**src/rtl/flopenr_pipe_pkg.sv**
```systemverilog
// Shared definitions for the flopenr pipeline register: default sizes, stage operation decode and
// count-width helper. Optional parity storage is enabled by defining FLOPENR_PIPE_PARITY_EN.
package flopenr_pipe_pkg;

  localparam int unsigned FLOPENR_PIPE_DEF_WIDTH = 32;
  localparam int unsigned FLOPENR_PIPE_DEF_DEPTH = 3;

  typedef enum logic [1:0] {
    OpHold,
    OpShift,
    OpFlush
  } stage_op_e;

  // Width needed to hold an occupancy value in 0..d.
  function automatic int unsigned cnt_w(input int unsigned d);
    return $clog2(d + 1);
  endfunction

  // Flush wins over advance; neither means hold.
  function automatic stage_op_e decode_op(input logic flush, input logic en);
    if (flush) return OpFlush;
    if (en) return OpShift;
    return OpHold;
  endfunction

endpackage

```
**src/rtl/flopenr_stage.sv**
```systemverilog
// One enabled, flushable pipeline stage holding data, a valid bit and, with
// FLOPENR_PIPE_PARITY_EN defined, a stored even-parity bit.
module flopenr_stage
  import flopenr_pipe_pkg::*;
#(
  parameter int unsigned WIDTH = FLOPENR_PIPE_DEF_WIDTH
) (
  input  logic             clk,
  input  logic             reset,
  input  logic             E,
  input  logic             flush,
  input  logic [WIDTH-1:0] d,
  input  logic             dvalid,
`ifdef FLOPENR_PIPE_PARITY_EN
  input  logic             dpar,
  output logic             qpar,
`endif
  output logic [WIDTH-1:0] q,
  output logic             qvalid
);

  stage_op_e        op;
  logic [WIDTH-1:0] data_q, data_d;
  logic             valid_q, valid_d;

  assign op = decode_op(flush, E);

  always_comb begin
    data_d  = data_q;
    valid_d = valid_q;
    unique case (op)
      OpFlush: begin
        data_d  = '0;
        valid_d = 1'b0;
      end
      OpShift: begin
        data_d  = d;
        valid_d = dvalid;
      end
      default: ;
    endcase
  end

  always_ff @(posedge clk or negedge reset) begin
    if (!reset) begin
      data_q  <= '0;
      valid_q <= 1'b0;
    end else begin
      data_q  <= data_d;
      valid_q <= valid_d;
    end
  end

  assign q      = data_q;
  assign qvalid = valid_q;

`ifdef FLOPENR_PIPE_PARITY_EN
  logic par_q, par_d;

  always_comb begin
    par_d = par_q;
    unique case (op)
      OpFlush: par_d = 1'b0;
      OpShift: par_d = dpar;
      default: ;
    endcase
  end

  always_ff @(posedge clk or negedge reset) begin
    if (!reset) begin
      par_q <= 1'b0;
    end else begin
      par_q <= par_d;
    end
  end

  assign qpar = par_q;
`endif

endmodule

```
**src/rtl/flopenr_pipe.sv**
```systemverilog
// DEPTH-stage, WIDTH-bit enabled pipeline register with valid bits, flush and occupancy count.
// Define FLOPENR_PIPE_PARITY_EN to store per-stage parity and report perr on the last stage.
module flopenr_pipe
  import flopenr_pipe_pkg::*;
#(
  parameter int unsigned WIDTH = FLOPENR_PIPE_DEF_WIDTH,
  parameter int unsigned DEPTH = FLOPENR_PIPE_DEF_DEPTH,
  localparam int unsigned CW   = cnt_w(DEPTH)
) (
  input  logic             clk,
  input  logic             reset,
  input  logic             E,
  input  logic             flush,
  input  logic [WIDTH-1:0] D,
  input  logic             Dvalid,
  output logic [WIDTH-1:0] Q,
  output logic             Qvalid,
  output logic [CW-1:0]    count,
  output logic             perr
);

  logic [WIDTH-1:0] in_data  [DEPTH];
  logic             in_valid [DEPTH];
  logic [WIDTH-1:0] st_data  [DEPTH];
  logic             st_valid [DEPTH];

  assign in_data[0]  = D;
  assign in_valid[0] = Dvalid;

  for (genvar i = 1; i < DEPTH; i++) begin : g_link
    assign in_data[i]  = st_data[i-1];
    assign in_valid[i] = st_valid[i-1];
  end

`ifdef FLOPENR_PIPE_PARITY_EN
  logic in_par [DEPTH];
  logic st_par [DEPTH];

  // Even parity: the stored bit makes ^{data, par} zero.
  assign in_par[0] = ^D;
  for (genvar i = 1; i < DEPTH; i++) begin : g_par_link
    assign in_par[i] = st_par[i-1];
  end
`endif

  for (genvar i = 0; i < DEPTH; i++) begin : g_stage
    flopenr_stage #(
      .WIDTH(WIDTH)
    ) u_stage (
      .clk   (clk),
      .reset (reset),
      .E     (E),
      .flush (flush),
      .d     (in_data[i]),
      .dvalid(in_valid[i]),
`ifdef FLOPENR_PIPE_PARITY_EN
      .dpar  (in_par[i]),
      .qpar  (st_par[i]),
`endif
      .q     (st_data[i]),
      .qvalid(st_valid[i])
    );
  end

  assign Q      = st_data[DEPTH-1];
  assign Qvalid = st_valid[DEPTH-1];

  // Occupancy tracked incrementally: one entry in, the last stage's entry out.
  stage_op_e     op;
  logic [CW-1:0] count_q, count_d;

  assign op = decode_op(flush, E);

  always_comb begin
    count_d = count_q;
    unique case (op)
      OpFlush: count_d = '0;
      OpShift: count_d = count_q + CW'(Dvalid) - CW'(st_valid[DEPTH-1]);
      default: ;
    endcase
  end

  always_ff @(posedge clk or negedge reset) begin
    if (!reset) begin
      count_q <= '0;
    end else begin
      count_q <= count_d;
    end
  end

  assign count = count_q;

`ifdef FLOPENR_PIPE_PARITY_EN
  assign perr = Qvalid & ((^Q) != st_par[DEPTH-1]);
`else
  assign perr = 1'b0;
`endif

endmodule

```
**config.mk**
```make
export PLATFORM = sky130hd
export DESIGN_NAME = flopenr_pipe
export DESIGN_NICKNAME = d
export VERILOG_FILES = /design/src/rtl/flopenr_pipe_pkg.sv /design/src/rtl/flopenr_stage.sv /design/src/rtl/flopenr_pipe.sv
export SDC_FILE = /design/constraint.sdc
export NUM_CORES = 1
export LEC_CHECK = 0
export CORE_MARGIN = 1
export CORE_UTILIZATION = 24
export CTS_CLUSTER_SIZE = 8
export DETAILED_ROUTE_END_ITERATION = 7
export SYNTH_ARGS = -nofsm -noshare
export SYNTH_HDL_FRONTEND = slang
export SYNTH_HIERARCHICAL = 1
export SYNTH_SLANG_ARGS = --single-unit
```
**constraint.sdc**
```tcl
create_clock -name clk -period 1.8 [get_ports clk]
set_input_delay 0.36 -clock clk [delete_from_list [all_inputs] [get_ports clk]]
set_output_delay 0.36 -clock clk [all_outputs]
set_load 0.02 [all_outputs]
```
==> impl_results.md <==
* Result of the run: finished, final reports clean
* Arrival time at the worst endpoint at 1.36 ns
* Critical Path Slowest Stage Cell: sky130_fd_sc_hd__clkdlybuf4s50_1
* Most frequent cells in the layout: 101 x sky130_fd_sc_hd__nor2_1, 101 x sky130_fd_sc_hd__dfrtp_1, 100 x sky130_fd_sc_hd__mux2i_1, 68 x sky130_fd_sc_hd__clkdlybuf4s50_1, 9 x sky130_fd_sc_hd__clkbuf_16
* Wire length of the first global-routing pass at 12990 um
* Number of standard-cell rows in the floorplan at 48
* Leakage power at 0.002609 uW
* Sinks on Clock Net at 101
* Multi-input gate area in the final layout at 1438 um^2
* Final-layout fill cell count at 1761
* Setup total negative slack at 0 ns
* Average footprint of a synthesized cell at 12.63 um^2
* TritonCTS buffer count at 9
* Via density per instance at 4.016
* Worst skew pair latency at 0.34 ns
* Final nets at 437
* Largest stage delay on the critical path at 0.65 ns
* Total grt overflow at 0
* Total Wirelength at 7763 um
* Post-route antenna net violation count at 0
* Sort of element at the start of the critical path: register
* Power after layout at 4659 uW
* Htree depth at 3
* Post-cts resize count at 0
* Post-Syn Nets at 375
* Top-level I/O count at 73
* Number of hold buffers added after cts at 0
* Family with the most delay on the worst path: buffers and inverters
* Initial antenna violation count at 0
* Worst-case clock buffer depth at 2
* Cell at the root of the clock tree: sky130_fd_sc_hd__clkbuf_16
* Number of design rule violations left after detail routing at 0
* Hold crit path type: in2async
* Drt wl/cell at 12.36 um
* Library cells used by synthesis at 15
* Power density relative to cell area at 872.6 nW/um^2
* Clock transition at the registers of the reported paths at 0.06 ns
* Cell-by-cell listing of the critical path: clkdlybuf4s50_1
* Count of buffer and inverter cells on the critical path at 1
* Critical path endpoint category: output pin
* Final Core Density at 30.87%
* Maximum operating frequency at 581.2 MHz
* Summed instance area of the synthesized netlist at 4243 um^2
* RePlAce Congestion at 0.6970
* Tot GR Track Use at 9.266%
* Maximum Capacitance Violations at 0
* Worst slew margin relative to its limit at 63.84%
* Vias in the first global route at 2536
* Height of the chip at 135.0 um
* Core area at 17300 um^2
* Via count at 2522
* Required arrival time at the worst endpoint at 1.44 ns
* Setup repair bufs after CTS at 0
* Reg area at 2527 um^2
* Number of port buffers at 71
* Register bit count reported by yosys at 101
* Count of mapped cells out of synthesis at 336
* Unrepaired setup endpoints after global routing: false
* Slew Limit Fails at 0
* Pin count of the biggest net entering global routing at 102
* Fraction of layout cells with a size suffix above 1 at 5.459%
* Layout Cell Area excl Fill at 5339 um^2
* Maximum fanout count along the critical path at 3
* Antenna cells at 0
* Initial Utilization at 24.53%
* Placed Instance Area at 5061 um^2
* Width of the die at 135.0 um
* Length of the first detailed-routing pass in iterations at 4
* DRC marker count from the first detailed-route iteration at 81
* Critical path class: reg2out
* Synthesis-to-layout area growth at 25.83%
* Slew @ Worst Pin at 0.5424 ns
* Sequential fraction of the synthesis area at 59.57%
* Final critical-path share of the clock period at 95.59%
* Number of failing setup endpoints in the final timing report at 0
* Detailed Place HPWL at 4944 um
* Endpoints failing hold at 0
* Total die area at 18210 um^2
* Clock Skews at 0.006652 ns
* Count of warnings emitted by yosys at 6
* Max VDD drop at 0.3896 mV
* Tmin final at 1.721 ns
* Clock tree from TritonCTS: yes
[cells by family after synthesis]
logic type / count (synthesis) / synth area share, %
AND/OR/NAND/NOR: 102 / 9.083
flip-flops: 101 / 59.57
multiplexers: 100 / 23.59
buffers and inverters: 27 / 6.547
adder cells (fa/ha/maj): 2 / 0.5897
AO/OA/AOI/OAI: 2 / 0.3243
other: 1 / 0.08838
XOR/XNOR: 1 / 0.2065
[synth_stat cells, drive strengths merged]
cell    instances  area share (%)
inv             2            0.18
clkbuf         12             1.1
buf            13             5.2
mux2i         100              24
nor2          101             8.9
ha              2            0.59
xor2            1            0.21
dfrtp         101              60
nand2b          1            0.15
a31o            1            0.21
a21oi           1            0.12
conb            1           0.088
[per-stage QoR]
step                worst slack, ns  hold slack (ns)  instances
global route               0.003407           0.1140        628
finish                      0.07935          0.08440        628
global placement             0.2223           0.4600        612
floorplan                    0.3004          0.06441        336
detailed placement           0.1608           0.4798        612
CTS                         0.02747          0.09980        628
[worst reg2reg max path: cells and delay by family (launching register included)]
family / cells / cell delay, ns
adder cells (fa/ha/maj): 2 / 0.42
flip-flops: 1 / 0.39
AO/OA/AOI/OAI: 2 / 0.29
XOR/XNOR: 1 / 0.21
buffers and inverters: 2 / 0.12
[where the power goes]
part | internal (uW) | switching, uW | leakage, uW | total [uW]
Clock | 982 | 832 | 0.000125 | 1810
Sequential | 2350 | 44.7 | 0.00138 | 2390
Combinational | 220 | 231 | 0.00111 | 451
[registers in the layout (all words and copies together), names as in the netlist]
name,flops
count,2
g_stage.u_stage/q,96
g_stage.u_stage/qvalid,3
[per-layer routing]
metal	global-route usage [%]	share of wire, %
met1	11.60	46
met2	14.46	48
met3	3.228	4.6
met4	3.933	1.6
met5	0	0
[path summary, 6_finish.rpt]
path                                            from  depth (start not counted)  slack [ns]                         to
max                        g_stage[2].u_stage/qvalid                          1        0.08                     Qvalid
min                                            reset                          2        0.08                   count[1]
max reg2reg                                 count[0]                          7        0.28                   count[1]
min reg2reg                 g_stage[2].u_stage/q[15]                          2        0.52   g_stage[2].u_stage/q[15]
max in group asynchronous                      reset                          2        1.32    g_stage[0].u_stage/q[1]
min in group clk                               flush                          2        0.25  g_stage[2].u_stage/qvalid
[layout make-up]
type	instances	share of cell area, %
Clock buffer	12	4.617
Clock inverter	4	0.5859
Inverter	2	0.1406
Multi-Input combinational cell	208	26.93
Sequential cell	101	47.34
Tap cell	225	5.273
Timing Repair Buffer	76	15.12
No activity file was read; power rests on OpenSTA's default activity.
